==> src/rtl/store_buffer.sv <==
// Posted-write store buffer: lane-aligns stores, queues them in a circular FIFO and drains one per memory handshake.
// Define STORE_BUFFER_FWD_EN to build store-to-load forwarding; otherwise fwd_mask/fwd_data are tied to zero.
module store_buffer #(
  parameter int DEPTH      = 4,
  parameter int ADDR_WIDTH = 32,
  parameter int DATA_WIDTH = 32
) (
  input  logic                  clk,
  input  logic                  rst_n,
  input  logic                  st_valid,
  output logic                  st_ready,
  input  logic [ADDR_WIDTH-1:0] st_addr,
  input  logic [DATA_WIDTH-1:0] st_data,
  input  logic                  WE0,
  input  logic                  WE1,
  input  logic                  WE2,
  input  logic                  WE3,
  output logic                  misalign,
  output logic                  mem_valid,
  input  logic                  mem_ready,
  output logic [ADDR_WIDTH-1:0] mem_addr,
  output logic [3:0]            mem_we,
  output logic [DATA_WIDTH-1:0] mem_wdata,
  output logic                  empty,
  input  logic [ADDR_WIDTH-1:0] ld_addr,
  output logic [3:0]            fwd_mask,
  output logic [DATA_WIDTH-1:0] fwd_data
);

  localparam int PTR_W = $clog2(DEPTH);
  localparam int WA_W  = ADDR_WIDTH - 2;
  localparam logic [PTR_W:0]   FULL    = (PTR_W+1)'(DEPTH);
  localparam logic [PTR_W-1:0] PTR_ONE = PTR_W'(1);
  localparam logic [PTR_W:0]   CNT_ONE = (PTR_W+1)'(1);

  function automatic logic [6:0] lane_shift(input logic [3:0] we, input logic [1:0] off);
    lane_shift = {3'b000, we} << off;
  endfunction

  logic [WA_W-1:0]       addr_q [DEPTH];
  logic [3:0]            we_q   [DEPTH];
  logic [DATA_WIDTH-1:0] data_q [DEPTH];

  logic [PTR_W-1:0] head, tail;
  logic [PTR_W:0]   count;
  logic             misalign_p1;

  logic [3:0]            we_raw_p0;
  logic [6:0]            we_sh_p0;
  logic [DATA_WIDTH-1:0] data_sh_p0;
  logic                  drop_p0, acc_p0, push_p0, pop_p0;

  // Stage p0: align incoming store and decide push/pop
  assign we_raw_p0  = {WE3, WE2, WE1, WE0};
  assign we_sh_p0   = lane_shift(we_raw_p0, st_addr[1:0]);
  assign data_sh_p0 = st_data << {st_addr[1:0], 3'b000};
  assign drop_p0    = (we_raw_p0 == 4'b0000) || (we_sh_p0[6:4] != 3'b000);
  assign acc_p0     = st_valid && st_ready;
  assign push_p0    = acc_p0 && !drop_p0;
  assign pop_p0     = mem_valid && mem_ready;

  // Stage p1: FIFO control state and misalign pulse
  always_ff @(posedge clk or negedge rst_n) begin
    if (!rst_n) begin
      head        <= '0;
      tail        <= '0;
      count       <= '0;
      misalign_p1 <= 1'b0;
    end else begin
      if (push_p0) tail <= tail + PTR_ONE;
      if (pop_p0)  head <= head + PTR_ONE;
      case ({push_p0, pop_p0})
        2'b10:   count <= count + CNT_ONE;
        2'b01:   count <= count - CNT_ONE;
        default: count <= count;
      endcase
      misalign_p1 <= acc_p0 && drop_p0;
    end
  end

  // Entry payload carries no reset; validity comes only from count
  always_ff @(posedge clk) begin
    if (push_p0) begin
      addr_q[tail] <= st_addr[ADDR_WIDTH-1:2];
      we_q[tail]   <= we_sh_p0[3:0];
      data_q[tail] <= data_sh_p0;
    end
  end

  assign st_ready  = (count != FULL);
  assign mem_valid = (count != '0);
  assign empty     = (count == '0);
  assign misalign  = misalign_p1;
  assign mem_addr  = mem_valid ? {addr_q[head], 2'b00} : '0;
  assign mem_we    = mem_valid ? we_q[head] : 4'b0000;
  assign mem_wdata = mem_valid ? data_q[head] : '0;

`ifdef STORE_BUFFER_FWD_EN
  logic [PTR_W-1:0] fidx;
  logic             unused_ld;
  assign unused_ld = ^ld_addr[1:0];

  // Walk oldest to youngest so younger matches overwrite older bytes
  always_comb begin
    fwd_mask = 4'b0000;
    fwd_data = '0;
    fidx     = '0;
    for (int k = 0; k < DEPTH; k++) begin
      fidx = head + PTR_W'(k);
      if (((PTR_W+1)'(k) < count) && (addr_q[fidx] == ld_addr[ADDR_WIDTH-1:2])) begin
        for (int i = 0; i < 4; i++) begin
          if (we_q[fidx][i]) begin
            fwd_mask[i]        = 1'b1;
            fwd_data[8*i +: 8] = data_q[fidx][8*i +: 8];
          end
        end
      end
    end
  end
`else
  logic unused_ld;
  assign unused_ld = ^ld_addr;
  assign fwd_mask  = 4'b0000;
  assign fwd_data  = '0;
`endif

endmodule

==> config.mk <==
export PLATFORM = sky130hd
export DESIGN_NAME = store_buffer
export DESIGN_NICKNAME = d
export VERILOG_FILES = /design/src/rtl/store_buffer.sv
export SDC_FILE = /design/constraint.sdc
export NUM_CORES = 1
export LEC_CHECK = 0
export ABC_CLOCK_PERIOD_IN_PS = 4200
export CORE_MARGIN = 4
export CORE_UTILIZATION = 56
export DETAILED_ROUTE_END_ITERATION = 7
export GPL_TIMING_DRIVEN = 1
export PLACE_DENSITY = 0.95
export SYNTH_ARGS = -nofsm -noshare
export SYNTH_HDL_FRONTEND = slang
export SYNTH_SLANG_ARGS = --single-unit
==> constraint.sdc <==
create_clock -name clk -period 4.2 [get_ports clk]
set_input_delay 0.84 -clock clk [delete_from_list [all_inputs] [get_ports clk]]
set_output_delay 0.84 -clock clk [all_outputs]
set_load 0.05 [all_outputs]
==> summary.md, run 1 <==
The power share of the clock group was 0.224; the level count of the clock H-tree was 1. A synthesized cell averages 19.0 um2. The switching part of the total power came out at 0.378. The number of global-route vias before repair came out at 6092.

The worst hold path depth was 1. Summing all placed instances gives a cell area of 0.0129 mm2. Using the TritonRoute via totals, the vias-per-cell ratio works out to 5.63. The area share of and/or/nand/nor cells after synthesis is 0.0595, and the number of nets in the final layout is 857. 0 antenna diodes ended up in the layout. The clock drives 272 sinks. For the setup skew after layout, the log shows 0.0221 ns. Once layout is done, the placed cells without fillers occupy 0.0138 mm2. The logs give 3.36 ns for the required time of the critical path and 0.000657 V for the maximum VDD drop. STA classifies the critical path startpoint as a flop. The share of synthesized area spent on multiplexers was 0.149; the synthesized-area fraction occupied by ao, oa, aoi and oai cells was 0.0159. After synthesis, the cell types taking the most area are sky130_fd_sc_hd__edfxtp_1 70%, sky130_fd_sc_hd__mux4_2 13%, sky130_fd_sc_hd__and2_1 4.4%. The most common flop cell mapped by yosys is sky130_fd_sc_hd__edfxtp_1. Once detailed placement completed, the half-perimeter wirelength came to 14.3 mm. The final layout contains routed wiring with a total length of 22.6 mm. The count of endpoints failing hold in the final timing report is 0. The part of the total power dissipated in combinational logic came out at 0.450. The horizontal die dimension is 150 um, and the first-pass GRT wire length is 34.7 mm.

The count of antenna-violating nets left after detailed routing came out at 0. The longest clock path from root to sink contains 3 buffers. The run gives 70 as the pin count of the biggest net entering global routing.

For this design the ratio of total power to cell area is 749 mW/mm2. The tools report the total overflow reported by the global router as 0. The startpoint identified for the worst hold timing path is count[0]$_DFFE_PN0P_. The endpoint of the worst-slack reg-to-reg timing path is count[2]$_DFFE_PN0P_. The floorplan has 51 rows. After clock tree synthesis, the clock-pin slew on the worst setup and hold paths is 0.05 ns.

The worst setup path is of the reg2out kind. Setup repair after global routing left no endpoint under its margin. Across all hold checks on the routed design, the worst slack comes to 0.497 ns. Number of cells traversed by the worst register-to-register path: 8.

The worst hold path terminates at count[0]$_DFFE_PN0P_. After detailed routing, the average wire length per cell comes to 21.9 um. The flow ran to the end, and the final reports show no timing, DRC or antenna violations. During I/O placement, the number of pins put on the boundary was 212. The tools report the relative slew slack as 0.279. For the pin with the worst max-slew slack, the measured transition is 1.08 ns. The logs give 0.0197 mm2 for the area inside the core boundary and 0 for the hold buffer count at cts. The starting density of the core is 0.576. Type of element capturing the critical path: an output port. The tool flagged a number of max-cap violations equal to 0.

After clock tree synthesis, the setup repair step added 0 buffers. The tools report the internal power component as 6.42 mW. The dominant combinational cell family by area after synthesis was multiplexers.

The area enclosed by the die boundary is 0.0225 mm2, and the maximum fanout encountered on the critical timing path is 69. Yosys mapped a number of flops with a built-in enable equal to 264. The first TritonRoute pass finished after 5 iterations.

The sequential fraction of the synthesis area was 0.718. The adder-cell share of the synthesized area is 0.00730. The minimum clock period is 3.79 ns.

The share of layout cells above drive strength 1 was 0.167. The largest total area in the synthesized netlist belongs to sky130_fd_sc_hd__edfxtp_1. The global-route usage over all layers came out at 0.204. The post-synthesis async set-or-reset flop share came out at 0.0294. The highest clock frequency the design can meet is 0.264 GHz. The total setup violations reported at the end of the flow is 0, and the register bit count reported by yosys is 272. The quantity of gates resized following cts came out at 0. The count of buffers inserted at the top-level ports was 141; the static power due to leakage was 4.64 nW. The share of the clock period used by the worst path was 0.903; the number of clock buffers inserted by TritonCTS was 27.

The detailed router finished its first iteration with 403 violations. In this run the clock root is driven by a sky130_fd_sc_hd__clkbuf_16. From bottom edge to top edge, the die measures 150 um.

Fill cells in the final layout number 1192. TritonCTS built the clock tree. The initial antenna violation count is 2. The netlist uses 30 different library cells. Counting every instance in the synthesized netlist gives 595. For the worst setup path, the data arrival time is 2.95 ns. The slack of the worst reg-to-reg path was 1.49 ns. The number of remaining DRC errors is 0, and the number of vias after detailed routing is 5810.

The net switching power was 3.90 mW. The class of the worst hold path was reg2reg. Final-report max-slew violation count: 0. For this run, the number of Yosys warnings is 0. Summing internal, switching and leakage power gives 10.3 mW. The xor-xnor portion of the synthesized cell area was 0.00464; the clock latency on the worst-skew pair was 0.52 ns. The congestion estimate from routability-driven global placement came to 0.786. The worst register-to-register path begins at count[0]$_DFFE_PN0P_. Summing every instance area after synthesis gives 0.0113 mm2.

The share of the synthesized area in the top cell type was 0.700; the register share of total power was 0.325. Compared with the post-synthesis result, the final layout area differs by 21.6%. Setup total negative slack on the finished layout was measured at 0 ns.
[power by group through the flow]
stage,clock network [mW],logic (mW),registers [mW]
after floorplan,0,3.35,3.40
after global placement,0,4.62,3.39
after detailed placement,0,4.68,3.41
after CTS,2.36,4.71,3.36
after global routing,2.49,4.89,3.37
final,2.32,4.65,3.35
[sequential cells by signal (all words and copies together), names as in the netlist]
signal / cells
addr_q: 120
count: 3
data_q: 128
head: 2
misalign: 1
tail: 2
we_q: 16
[worst max-delay path, cell delays in order (launching register included)]
cell                              delay (ns)
sky130_fd_sc_hd__dfrtp_1                0.40
sky130_fd_sc_hd__or3_2                  0.94
sky130_fd_sc_hd__and2_1                 0.37
sky130_fd_sc_hd__clkdlybuf4s50_1        0.73
[layout make-up]
| class | count | area, um2 | area share |
|---|---|---|---|
| clock buffers | 36 | 719 | 0.0523 |
| clock inverters | 13 | 145 | 0.0105 |
| inverters | 7 | 26.3 | 0.00191 |
| multi-input cells | 283 | 2830 | 0.206 |
| flip-flops and latches | 272 | 8130 | 0.591 |
| well taps | 265 | 332 | 0.0241 |
| repair buffers | 156 | 1580 | 0.115 |
[cell families (layout without fill, tap and decap cells)]
logic type,Yosys count,count (layout)
mux,86,86
buf+inv,77,212
fa+ha+maj,6,6
flops,272,272
compound gates,30,30
other cells,1,38
simple gates,117,117
xor+xnor,6,6
[per-layer routing]
| metal | up-vias | share of wire | wire (um) | global-route usage |
|---|---|---|---|---|
| met4 | 2 | 0.029 | 652 | 0.0622 |
| li1 | 2538 | - | - | - |
| met5 | - | 0.00053 | 12 | 0 |
| met3 | 54 | 0.085 | 1910 | 0.0373 |
| met2 | 312 | 0.50 | 11400 | 0.343 |
| met1 | 2904 | 0.38 | 8650 | 0.276 |
[how the worst max path moves through the flow]
stage	start	to	slack (ns)
6_report	count[0]$_DFFE_PN0P_	mem_wdata[24]	0.41
5_1_grt	count[0]$_DFFE_PN0P_	mem_wdata[24]	0.25
4_1_cts	count[0]$_DFFE_PN0P_	mem_wdata[24]	0.34
3_5_place_dp	st_addr[1]	count[2]$_DFFE_PN0P_	0.71
3_3_place_gp	WE1	count[2]$_DFFE_PN0P_	0.74
2_1_floorplan	st_addr[0]	addr_q[0][0]$_DFFE_PP_	0.63
[metrics by stage]
stage                     setup WS [ns]  utilization  instances
after global placement            0.735        0.656        983
final                             0.407        0.700       1032
after floorplan                   0.627            -        632
after global routing              0.246        0.700       1032
after CTS                         0.338        0.700       1032
after detailed placement          0.713        0.656        983
[Yosys cell counts (3+ instances only)]
master / instances
sky130_fd_sc_hd__a211oi_1: 10
sky130_fd_sc_hd__a21oi_1: 9
sky130_fd_sc_hd__and2_1: 80
sky130_fd_sc_hd__buf_1: 6
sky130_fd_sc_hd__buf_12: 3
sky130_fd_sc_hd__buf_2: 11
sky130_fd_sc_hd__buf_4: 40
sky130_fd_sc_hd__clkbuf_1: 9
sky130_fd_sc_hd__dfrtp_1: 8
sky130_fd_sc_hd__edfxtp_1: 264
sky130_fd_sc_hd__ha_1: 5
sky130_fd_sc_hd__inv_1: 7
sky130_fd_sc_hd__mux2i_1: 19
sky130_fd_sc_hd__mux4_2: 66
sky130_fd_sc_hd__nand2_1: 11
sky130_fd_sc_hd__nor2_1: 12
sky130_fd_sc_hd__nor2b_1: 10
sky130_fd_sc_hd__o21ai_0: 9
sky130_fd_sc_hd__xnor2_1: 3
sky130_fd_sc_hd__xor2_1: 3
[cells in the final DEF, fill, tap and decap left out, types with 6 or more instances in the layout]
cell / n
sky130_fd_sc_hd__conb_1: 38
sky130_fd_sc_hd__edfxtp_1: 264
sky130_fd_sc_hd__clkbuf_1: 8
sky130_fd_sc_hd__mux4_2: 66
sky130_fd_sc_hd__inv_1: 7
sky130_fd_sc_hd__nand2_1: 11
sky130_fd_sc_hd__mux2i_1: 19
sky130_fd_sc_hd__a211oi_1: 10
sky130_fd_sc_hd__o21ai_0: 9
sky130_fd_sc_hd__clkbuf_16: 27
sky130_fd_sc_hd__dfrtp_1: 6
sky130_fd_sc_hd__clkdlybuf4s50_1: 140
sky130_fd_sc_hd__nor2_1: 12
sky130_fd_sc_hd__and2_1: 76
sky130_fd_sc_hd__buf_4: 10
sky130_fd_sc_hd__nor2b_1: 10
sky130_fd_sc_hd__a21oi_1: 9
Note: power is estimated with default switching activity, not from simulation.
==> run 2, diff against run 1 <==
PLACE_DENSITY = 0.9   (was 0.95)
==> summary.md, run 2 (synthesis results as in run 1) <==
The logs give 0 (unchanged) for the count of antenna-violating nets left after detailed routing and 0.0225 mm2 (unchanged) for the area enclosed by the die boundary. The highest clock frequency the design can meet was 0.258 GHz (-2.3%). Setup repair after global routing left no endpoint under its margin. The instance count after placement with tap cells included was 986 (+0.31%). Post-detailed-placement half-perimeter wirelength: 14.5 mm (+1.2%).

The tools report the final-report max-slew violation count as 0 (unchanged). The worst hold-check slack was 0.511 ns (+0.0136 ns). For the internal power component, the log shows 6.50 mW (+1.2%). The part of the total power dissipated in combinational logic came out at 0.439 (-0.011). For the clock latency on the worst-skew pair, the log shows 0.53 ns (about the same). The run finished with clean final reports. The global-route usage over all layers is 0.203 (-0.00130). In the layout the commonest cells are 264 x sky130_fd_sc_hd__edfxtp_1, 140 x sky130_fd_sc_hd__clkdlybuf4s50_1, 76 x sky130_fd_sc_hd__and2_1.

The worst-case clock buffer depth was 3 (unchanged); the total negative slack was 0 ns (unchanged). The maximum fanout encountered on the critical timing path was 28 (-59%). Type of the worst setup path: reg2out. The minimum clock period is 3.88 ns (+0.0875 ns), and the setup skew after layout is 0.0233 ns (+0.00121 ns). The maximum VDD drop was 0.000636 V (-3.2%). The count of endpoints failing hold in the final timing report was 0 (unchanged). The reported max-cap violation count is 0 (unchanged), and the horizontal die dimension is 150 um (unchanged).

Share of the clock period used by the worst path: 0.924 (+0.0208). The cell area power density is 755 mW/mm2 (+0.69%). The logs give 212 (unchanged) for the I/O pin count and 0.0197 mm2 (unchanged) for the area inside the core boundary.

The number of inserted diodes came out at 0 (unchanged). In the final layout, the registers with the most flip-flops are data_q (128), addr_q (120), we_q (16). The hold buffer count at cts was 0 (unchanged); the share of layout cells above drive strength 1 was 0.185 (+0.0186). The static power due to leakage is 4.69 nW (+1.1%). Total overflow reported by the global router: 0 (unchanged).

The power share of the clock group is 0.231 (+0.007), and the die span in y is 150 um (unchanged). Broken down by cell family, the worst path's largest delay share belongs to buffers and inverters. The count of TritonRoute iterations in the first routing pass is 4 (-1). The first-pass GRT wire length was 34.9 mm (+0.44%); the quantity of gates resized following cts was 0 (unchanged). The signal on the critical path passes through buf_12, mux4_2, and2_1, clkdlybuf4s50_1. The number of setup buffers added after CTS is 0 (unchanged), and the routability congestion estimate from global placement is 0.867 (+10%). The run gives 1 (unchanged) as the level count of the clock H-tree. The via count normalized by instance count works out to 5.58 (-0.85%). The library cell used most frequently in the layout, excluding fill and tap cells, is sky130_fd_sc_hd__edfxtp_1. The number of clock buffers inserted by TritonCTS came out at 27 (unchanged). The logs give 6188 (+1.6%) for the number of global-route vias before repair and 0.576 (unchanged) for the starting density of the core. The required time of the critical path is 3.36 ns (about the same). The post-detailed-route wirelength per cell is 21.7 um (-1.1%). The CTS clock-pin slew for the worst setup and hold paths works out to 0.06 ns (about the same).

STA classifies the critical path startpoint as a flop. The count of clock tree sinks is 272 (unchanged), and the net switching power is 3.97 mW (+1.8%). Largest stage delay on the critical path: 0.78 ns (-0.16 ns). The non-filler instance count after layout is 1036 (+0.39%). The tree is rooted in a sky130_fd_sc_hd__clkbuf_16. STA classifies the critical path endpoint as an output port. For the initial DRC count, the log shows 426 (+5.7%). Relative slew slack: 0.226 (-0.0530).

The tools report the row count as 51 (unchanged). For the initial antenna violation count, the log shows 0 (-2). Relative to the synthesized area, the layout overhead comes to 22.6%. The count of buffers inserted at the top-level ports works out to 141 (unchanged). Switching part of the total power: 0.379 (+0.00130). Register name with the most flops: data_q.

The run gives 3.04 ns (+0.09 ns) as the arrival time at the worst endpoint. The logs give 860 (+0.35%) for the number of nets in the final layout and 22.4 mm (-0.67%) for the final wirelength. The number of flip-flops in the largest register is 128 (unchanged), and the number of remaining DRC errors is 0 (unchanged). The register share of total power was 0.330 (+0.005). The pin count of the biggest net entering global routing was 70 (unchanged).

The number of vias after detailed routing was 5783 (-0.46%). On the critical path, the stage with the largest delay is an instance of sky130_fd_sc_hd__clkdlybuf4s50_1. The class of the worst hold path was reg2reg.

The critical path buffer and inverter count was 2 (+1); the total setup violations reported at the end of the flow was 0 (unchanged). The worst-margin pin slew is 1.16 ns (+0.0795 ns). TritonCTS built the clock tree.
-- run 2: changes by cell type in the layout (fill, tap and decap cells not counted), moves of 2 or more --
| cell | delta |
|---|---|
| sky130_fd_sc_hd__clkbuf_1 | -8 |
| sky130_fd_sc_hd__clkinv_2 | +5 |
| sky130_fd_sc_hd__clkinvlp_4 | +4 |
| sky130_fd_sc_hd__clkbuf_8 | +3 |
| sky130_fd_sc_hd__clkinv_1 | -3 |
| sky130_fd_sc_hd__buf_12 | +2 |
-- run 2: worst paths after layout --
path / depth (start not counted) / slack (ns) / to / from
min reg2reg: 1 / 0.51 / count[0]$_DFFE_PN0P_ / count[0]$_DFFE_PN0P_
min in group asynchronous: 1 / 0.61 / count[0]$_DFFE_PN0P_ / rst_n
max: 4 / 0.32 / mem_wdata[10] / head[0]$_DFFE_PN0P_
min: 1 / 0.51 / count[0]$_DFFE_PN0P_ / count[0]$_DFFE_PN0P_
max reg2reg: 8 / 1.37 / count[2]$_DFFE_PN0P_ / count[0]$_DFFE_PN0P_
max in group asynchronous: 1 / 3.30 / head[0]$_DFFE_PN0P_ / rst_n
-- run 2: area by class of cell --
type	instances	area [um2]
Clock inverter	19	189
Multi-Input combinational cell	283	2830
Fill cell	1211	5780
Sequential cell	272	8130
Tap cell	265	332
Clock buffer	31	731
Timing Repair Buffer	159	1630
Inverter	7	26.3
-- run 2: power groups by stage --
stage	clock [mW]	sequential (mW)	combinational, mW
2_1_floorplan	0	3.40	3.35
3_3_place_gp	0	3.49	4.58
3_5_place_dp	0	3.52	4.63
4_1_cts	2.45	3.46	4.65
5_1_grt	2.58	3.49	4.82
6_report	2.42	3.46	4.59
-- run 2: metrics by stage --
stage,cell area [um2],total power [mW],util,setup WS [ns]
CTS,13900,10.6,0.706,0.289
finish,13900,10.5,0.706,0.319
global route,13900,10.9,0.706,0.177
floorplan,11500,6.75,-,0.627
global placement,12900,8.07,0.659,0.683
detailed placement,12900,8.15,0.659,0.612
-- run 2: routing by layer --
layer | wire length [um] | track usage | vias up
li1 | - | - | 2547
met1 | 9140 | 0.277 | 2952
met2 | 11200 | 0.345 | 254
met3 | 1710 | 0.0394 | 30
met4 | 365 | 0.0439 | 0
met5 | 0 | 0 | -
